===== config.mk =====
export PLATFORM = sky130hd
export DESIGN_NAME = muldiv_unit
export DESIGN_NICKNAME = d
export VERILOG_FILES = /design/src/rtl/muldiv_unit.sv
export SDC_FILE = /design/constraint.sdc
export NUM_CORES = 1
export LEC_CHECK = 0
export CAP_MARGIN = 5
export CORE_MARGIN = 2
export CORE_UTILIZATION = 36
export CTS_CLUSTER_DIAMETER = 80
export CTS_CLUSTER_SIZE = 40
export DETAILED_ROUTE_END_ITERATION = 10
export PLACE_DENSITY = 0.6
export REMOVE_ABC_BUFFERS = 1
export SLEW_MARGIN = 25
export SYNTH_ARGS = -nofsm -noshare
export SYNTH_HDL_FRONTEND = slang
export SYNTH_SLANG_ARGS = --single-unit

===== constraint.sdc =====
create_clock -name clk -period 4.4 [get_ports clk]
set_input_delay 0.44 -clock clk [delete_from_list [all_inputs] [get_ports clk]]
set_output_delay 0.44 -clock clk [all_outputs]
set_load 0.01 [all_outputs]

===== src/rtl/muldiv_unit.sv =====
// muldiv_unit: iterative RV32M multiply/divide unit.
// Each operation takes 32 iterations: a shift-add multiplier or a restoring divider
// working on operand magnitudes, with the sign applied when the result is registered.
// The divider datapath is compiled in only when MULDIV_DIV_EN is defined. Without it,
// ops 1xx keep the same handshake and latency and return zero.
module muldiv_unit (
    input  logic        clk,
    input  logic        rst,
    input  logic        start,
    input  logic [2:0]  op,
    input  logic [31:0] a,
    input  logic [31:0] b,
    output logic        busy,
    output logic        done,
    output logic [31:0] result
);

    localparam int unsigned XLEN   = 32;
    localparam int unsigned PROD_W = 2 * XLEN;
    localparam int unsigned CNT_W  = 5;
    localparam int unsigned OP_W   = 3;

    localparam logic [CNT_W-1:0] LAST_ITER = CNT_W'(XLEN - 1);

    localparam logic [OP_W-1:0] OP_MULH   = 3'b001;
    localparam logic [OP_W-1:0] OP_MULHSU = 3'b010;
    localparam logic [OP_W-1:0] OP_DIV    = 3'b100;
    localparam logic [OP_W-1:0] OP_REM    = 3'b110;

    typedef enum logic [1:0] {
        S_IDLE = 2'd0,
        S_BUSY = 2'd1,
        S_DONE = 2'd2
    } state_t;

    state_t            r_state;
    state_t            w_state_next;
    logic              w_accept;
    logic              r_busy;
    logic              r_done;
    logic [XLEN-1:0]   r_result;

    logic [CNT_W-1:0]  r_cnt;
    logic [OP_W-1:0]   r_op;
    logic [XLEN-1:0]   r_hi;      // product high half / partial remainder
    logic [XLEN-1:0]   r_lo;      // multiplier (shifting out) / dividend-quotient
    logic [XLEN-1:0]   r_opnd;    // multiplicand / divisor magnitude
    logic              r_neg;     // negate product or quotient at the end

    logic              w_a_signed;
    logic              w_b_signed;
    logic              w_a_neg;
    logic              w_b_neg;
    logic [XLEN-1:0]   w_a_mag;
    logic [XLEN-1:0]   w_b_mag;

    logic [XLEN:0]     w_mul_sum;
    logic [XLEN-1:0]   w_mul_hi_nx;
    logic [XLEN-1:0]   w_mul_lo_nx;
    logic [PROD_W-1:0] w_prod;
    logic [PROD_W-1:0] w_prod_fix;
    logic [XLEN-1:0]   w_mul_res;

    logic [XLEN-1:0]   w_hi_nx;
    logic [XLEN-1:0]   w_lo_nx;
    logic [XLEN-1:0]   w_res_fin;

`ifdef MULDIV_DIV_EN
    logic              r_neg_rem;
    logic              r_b_zero;
    logic [XLEN-1:0]   r_a_raw;

    logic [XLEN:0]     w_div_shift;
    logic              w_div_ge;
    logic [XLEN-1:0]   w_div_diff;
    logic [XLEN-1:0]   w_div_hi_nx;
    logic [XLEN-1:0]   w_div_lo_nx;
    logic [XLEN-1:0]   w_quo_fix;
    logic [XLEN-1:0]   w_rem_fix;
`endif

    assign busy   = r_busy;
    assign done   = r_done;
    assign result = r_result;

    // Next-state decode; start is only taken in IDLE or DONE
    always_comb begin
        w_state_next = r_state;
        w_accept     = 1'b0;
        case (r_state)
            S_IDLE: begin
                if (start) begin
                    w_accept     = 1'b1;
                    w_state_next = S_BUSY;
                end
            end
            S_BUSY: begin
                if (r_cnt == LAST_ITER) begin
                    w_state_next = S_DONE;
                end
            end
            S_DONE: begin
                if (start) begin
                    w_accept     = 1'b1;
                    w_state_next = S_BUSY;
                end else begin
                    w_state_next = S_IDLE;
                end
            end
            default: begin
                w_state_next = S_IDLE;
            end
        endcase
    end

    // State register with status flags registered from the next state
    always_ff @(posedge clk) begin
        if (!rst) begin
            r_state <= S_IDLE;
            r_busy  <= 1'b0;
            r_done  <= 1'b0;
        end else begin
            r_state <= w_state_next;
            r_busy  <= (w_state_next == S_BUSY);
            r_done  <= (w_state_next == S_DONE);
        end
    end

    // Operand sign classification and magnitude conversion at capture
    always_comb begin
        w_a_signed = (op == OP_MULH) || (op == OP_MULHSU) || (op == OP_DIV) || (op == OP_REM);
        w_b_signed = (op == OP_MULH) || (op == OP_DIV) || (op == OP_REM);
        w_a_neg    = w_a_signed & a[XLEN-1];
        w_b_neg    = w_b_signed & b[XLEN-1];
        w_a_mag    = w_a_neg ? (~a + XLEN'(1)) : a;
        w_b_mag    = w_b_neg ? (~b + XLEN'(1)) : b;
    end

    // One shift-add multiply step and the signed 64-bit product it would finish with
    always_comb begin
        w_mul_sum   = {1'b0, r_hi} + (r_lo[0] ? {1'b0, r_opnd} : {(XLEN+1){1'b0}});
        w_mul_hi_nx = w_mul_sum[XLEN:1];
        w_mul_lo_nx = {w_mul_sum[0], r_lo[XLEN-1:1]};
        w_prod      = {w_mul_hi_nx, w_mul_lo_nx};
        w_prod_fix  = r_neg ? (~w_prod + PROD_W'(1)) : w_prod;
        w_mul_res   = (r_op[1:0] == 2'b00) ? w_prod_fix[XLEN-1:0] : w_prod_fix[PROD_W-1:XLEN];
    end

`ifdef MULDIV_DIV_EN
    // One restoring divide step and the signed quotient/remainder it would finish with
    always_comb begin
        w_div_shift = {r_hi, r_lo[XLEN-1]};
        w_div_ge    = (w_div_shift >= {1'b0, r_opnd});
        w_div_diff  = w_div_shift[XLEN-1:0] - r_opnd;
        w_div_hi_nx = w_div_ge ? w_div_diff : w_div_shift[XLEN-1:0];
        w_div_lo_nx = {r_lo[XLEN-2:0], w_div_ge};
        w_quo_fix   = r_neg ? (~w_div_lo_nx + XLEN'(1)) : w_div_lo_nx;
        w_rem_fix   = r_neg_rem ? (~w_div_hi_nx + XLEN'(1)) : w_div_hi_nx;
    end

    // Step and final-result selection between multiplier and divider
    always_comb begin
        w_hi_nx   = r_op[2] ? w_div_hi_nx : w_mul_hi_nx;
        w_lo_nx   = r_op[2] ? w_div_lo_nx : w_mul_lo_nx;
        w_res_fin = w_mul_res;
        if (r_op[2]) begin
            if (r_op[1]) begin
                w_res_fin = r_b_zero ? r_a_raw : w_rem_fix;
            end else begin
                w_res_fin = r_b_zero ? {XLEN{1'b1}} : w_quo_fix;
            end
        end
    end
`else
    // Step and final-result selection; ops 1xx return zero without a divider
    always_comb begin
        w_hi_nx   = w_mul_hi_nx;
        w_lo_nx   = w_mul_lo_nx;
        w_res_fin = r_op[2] ? {XLEN{1'b0}} : w_mul_res;
    end
`endif

    // Operand capture, per-cycle iteration and result register
    always_ff @(posedge clk) begin
        if (!rst) begin
            r_cnt     <= '0;
            r_op      <= '0;
            r_hi      <= '0;
            r_lo      <= '0;
            r_opnd    <= '0;
            r_neg     <= 1'b0;
            r_result  <= '0;
`ifdef MULDIV_DIV_EN
            r_neg_rem <= 1'b0;
            r_b_zero  <= 1'b0;
            r_a_raw   <= '0;
`endif
        end else if (w_accept) begin
            r_cnt     <= '0;
            r_op      <= op;
            r_hi      <= '0;
            r_lo      <= w_a_mag;
            r_opnd    <= w_b_mag;
            r_neg     <= w_a_neg ^ w_b_neg;
`ifdef MULDIV_DIV_EN
            r_neg_rem <= w_a_neg;
            r_b_zero  <= (b == '0);
            r_a_raw   <= a;
`endif
        end else if (r_state == S_BUSY) begin
            r_cnt <= r_cnt + CNT_W'(1);
            r_hi  <= w_hi_nx;
            r_lo  <= w_lo_nx;
            if (r_cnt == LAST_ITER) begin
                r_result <= w_res_fin;
            end
        end
    end

endmodule


==> summary.md <==
Power spread over the standard cell area amounts to 286 nW/um^2. The async set-reset flop share out of synthesis came out at 0. The total count of max-transition violations in the final report is 0. The max-slew headroom at the worst pin is 0.419, and the area share of the largest cell type after synthesis is 0.267. In the routed layout, each cell is associated on average with a via count of 5.61. The analysis attributes to cell leakage a power of 4.50 nW. The die is 175 um wide. Yosys mapped a number of flops with a built-in enable equal to 0. The logs give 2 for the maximum root-to-sink buffer count and 0 for the remaining routing DRC violations.

The tools report the initial DRC count as 738. 104 I/O pins were placed. The clock arrives with 0.0137 ns of skew. The clock latency on the worst-skew pair came out at 0.45 ns. For the number of levels in the clock H-tree, the log shows 4. The cell repeated most along the worst path was sky130_fd_sc_hd__buf_4. The run finished with clean final reports. The first element of the critical path was r_lo[0]. In this run, CTS created clock tree buffers numbering 17. From synthesis to final layout, the design area changed by 21.1%. The share of the clock period used by the worst path after layout works out to 0.954.

Among cell families on the critical path, the largest total delay comes from simple AND/OR/NAND/NOR gates. The all-layer global routing usage came out at 0.222. The tools report the total core area as 28,900 sq um.

After the last flow step, the layout net total stands at 1,653. Across the VDD grid, the largest voltage drop is 0.000238 V. Walking the worst path, the cells encountered are buf_4, buf_4, and2_1, ha_2, nand2_2, or3_1, a211o_1, a21boi_0, o22ai_1, buf_4, nor4_1, a31oi_1, or3_1, a21oi_1, a221o_1. The maximum fanout encountered on the critical timing path is 23.

The tools report the routability congestion estimate from global placement as 0.895. In this run the critical register-to-register path is launched from r_lo[0]. The run gives 5 as the iteration count of the initial detailed-routing pass.

For the final routed database, the setup TNS stands at 0 ns. Summing every instance area after synthesis gives 10,600 sq um. The wire-length estimate of the detail-placed layout is 25,800 um. The synthesized design spends more area on one cell type than any other, namely sky130_fd_sc_hd__dfxtp_1.

The most common cell in the synthesized netlist is sky130_fd_sc_hd__nand2_1. Layout cell share with drive strength beyond 1: 0.0918. The clock slew seen by the registers of the worst setup and hold paths was 0.06 ns; the count of distinct cell types in the synthesized netlist was 78.

After synthesis, the mean cell area works out to 7.19 sq um. The worst setup path is of the register to register kind. STA puts the critical path data arrival time at 4.58 ns. TritonCTS built the clock tree.

For this run, the number of Yosys warnings is 0. Data on the critical path is required at its endpoint by 4.78 ns. For the count of maximum capacitance violations, the log shows 0. The number of buffers and inverters on the critical path is 3. The worst setup path is captured at a register.

The placement row count was 62. By count the netlist is led by 249 x sky130_fd_sc_hd__nand2_1, 161 x sky130_fd_sc_hd__nor2_1, 141 x sky130_fd_sc_hd__dfxtp_1, 132 x sky130_fd_sc_hd__a21oi_1, 87 x sky130_fd_sc_hd__clkbuf_1. The logs give 34,400 um for the total routed wirelength and 0.367 for the effective utilization at floorplan. The final hold violation count came out at 0. In this run, synthesis produced a sequential element count of 141. The post-layout total power came out at 3.67 mW. The tools report the fraction of the core area covered by cells at the end of the flow as 0.444. Counting the fill cells in the layout gives 2,993. On the worst path, the slowest cell contributes a delay of 0.52 ns. The pin slew with the least headroom to its limit works out to 0.872 ns. The tools report the clock root buffer as sky130_fd_sc_hd__clkbuf_16. Cell at the slowest stage of the critical path: sky130_fd_sc_hd__nor4_1. The first global-routing pass estimated 54,900 um of wire. Timing would allow up to 238 MHz.

The post-route antenna net violation count came out at 0. Yosys attributes the largest share of cell area to sky130_fd_sc_hd__dfxtp_1 27%, sky130_fd_sc_hd__nand2_1 8.8%, sky130_fd_sc_hd__a21oi_1 6.2%. The height of the die works out to 175 um. The final number of setup-violating endpoints came out at 0. The tightest min-delay check is of the register to register type. The sequential share of the synthesized area is 0.267.

Dividing the detail-routed wire length by the instance count gives 17.7 um. The tools report the area of the die as 30,800 sq um. Via count of the first global-routing pass: 10.3k. The number of vias after detailed routing is 10.9k. Critical path launch point type: a register. The clock sink count was 141; the number of I/O port buffers was 103. The run gives 0 as the hold-fix buffer count after cts.

The maximum number of pins on one net before global-route repair is 73, and the overall overflow remaining after global route is 0. Beginning of the worst hold path: r_opnd[0]. For this run, the leading register cell type out of synthesis is sky130_fd_sc_hd__dfxtp_1. After technology mapping, the gate count stands at 1,471.

The logs give 0 for the initial antenna violation count and 0 for the number of inserted diodes. The shortest clock period the worst path allows after layout came out at 4.20 ns.
-- tightest hold or removal path, stage by stage (launching register included) --
cell and delay, ns:
sky130_fd_sc_hd__dfxtp_1 0.30, sky130_fd_sc_hd__nand2_1 0.05, sky130_fd_sc_hd__a21oi_1 0.05
-- final cells by class --
type                       instances  area, sq um  area share
sequential                       141         2820       0.220
clock inverter                    13          144      0.0112
timing repair buffer             151         1390       0.109
multi-input combinational       1218         7480       0.584
tap                              384          480      0.0375
inverter                          16         60.1     0.00469
clock buffer                      19          433      0.0338
-- flip-flops by register name (all words and copies together) (netlist names) --
signal,flops
r_cnt,5
r_neg,1
result,32
done,1
busy,1
r_opnd,32
r_state,2
r_op,3
r_hi,32
r_lo,32
-- logic make-up after synthesis --
group | synth area share
simple gates | 0.275
compound gates | 0.274
fa+ha+maj | 0.0456
flops | 0.267
buf+inv | 0.0407
xor+xnor | 0.0911
mux | 0.00710
-- cell usage in the layout (no fill, tap or decap), drive strengths merged, types with 16 or more instances in the layout --
master	count
nand2	249
nor2	161
dfxtp	141
a21oi	132
clkdlybuf4s50	103
o21ai	86
xnor2	58
xor2	52
buf	48
and2	44
a311oi	39
a211oi	39
ha	37
or3	29
nor3	24
nor4	22
o31ai	20
nand3	19
clkbuf	19
nand4	16
inv	16
-- final timing paths --
kind                            cells after the start         end  slack [ns]
worst max-delay path                               15  result[28]        0.20
worst min-delay path                                2   r_opnd[0]        0.45
worst max register to register                     15  result[28]        0.20
worst min register to register                      2   r_opnd[0]        0.45
-- where the power goes --
part	internal [mW]	total, mW	switching (mW)
logic	0.328	0.805	0.477
registers	1.34	1.41	0.0706
clock network	0.836	1.45	0.616
total	2.50	3.67	1.16
-- per-stage QoR --
stage          std cells  hold slack (ns)  worst slack (ns)  area, sq um
2_1_floorplan       1375            0.427             -1.22        10200
3_3_place_gp        1906            0.441            0.0735        12100
3_5_place_dp        1906            0.445            -0.191        12100
4_1_cts             1938            0.453            0.0192        12700
5_1_grt             1942            0.467           -0.0161        12800
6_report            1942            0.450             0.203        12800
-- layer usage --
layer  vias up  global-route usage  share of wire
li1       5479                   -              -
met4         0              0.0627          0.021
met5         -                   0              0
met1      5130               0.298           0.47
met2       247               0.370           0.47
met3        41              0.0329          0.042
-- timing repair --
item | CTS | global route
endpoints found under the setup margin | 9 | 14
pin swaps | 0 | 8
gates resized for setup | 1 | 37
setup buffers | 0 | 4
Power figures use the tool's default switching activity.
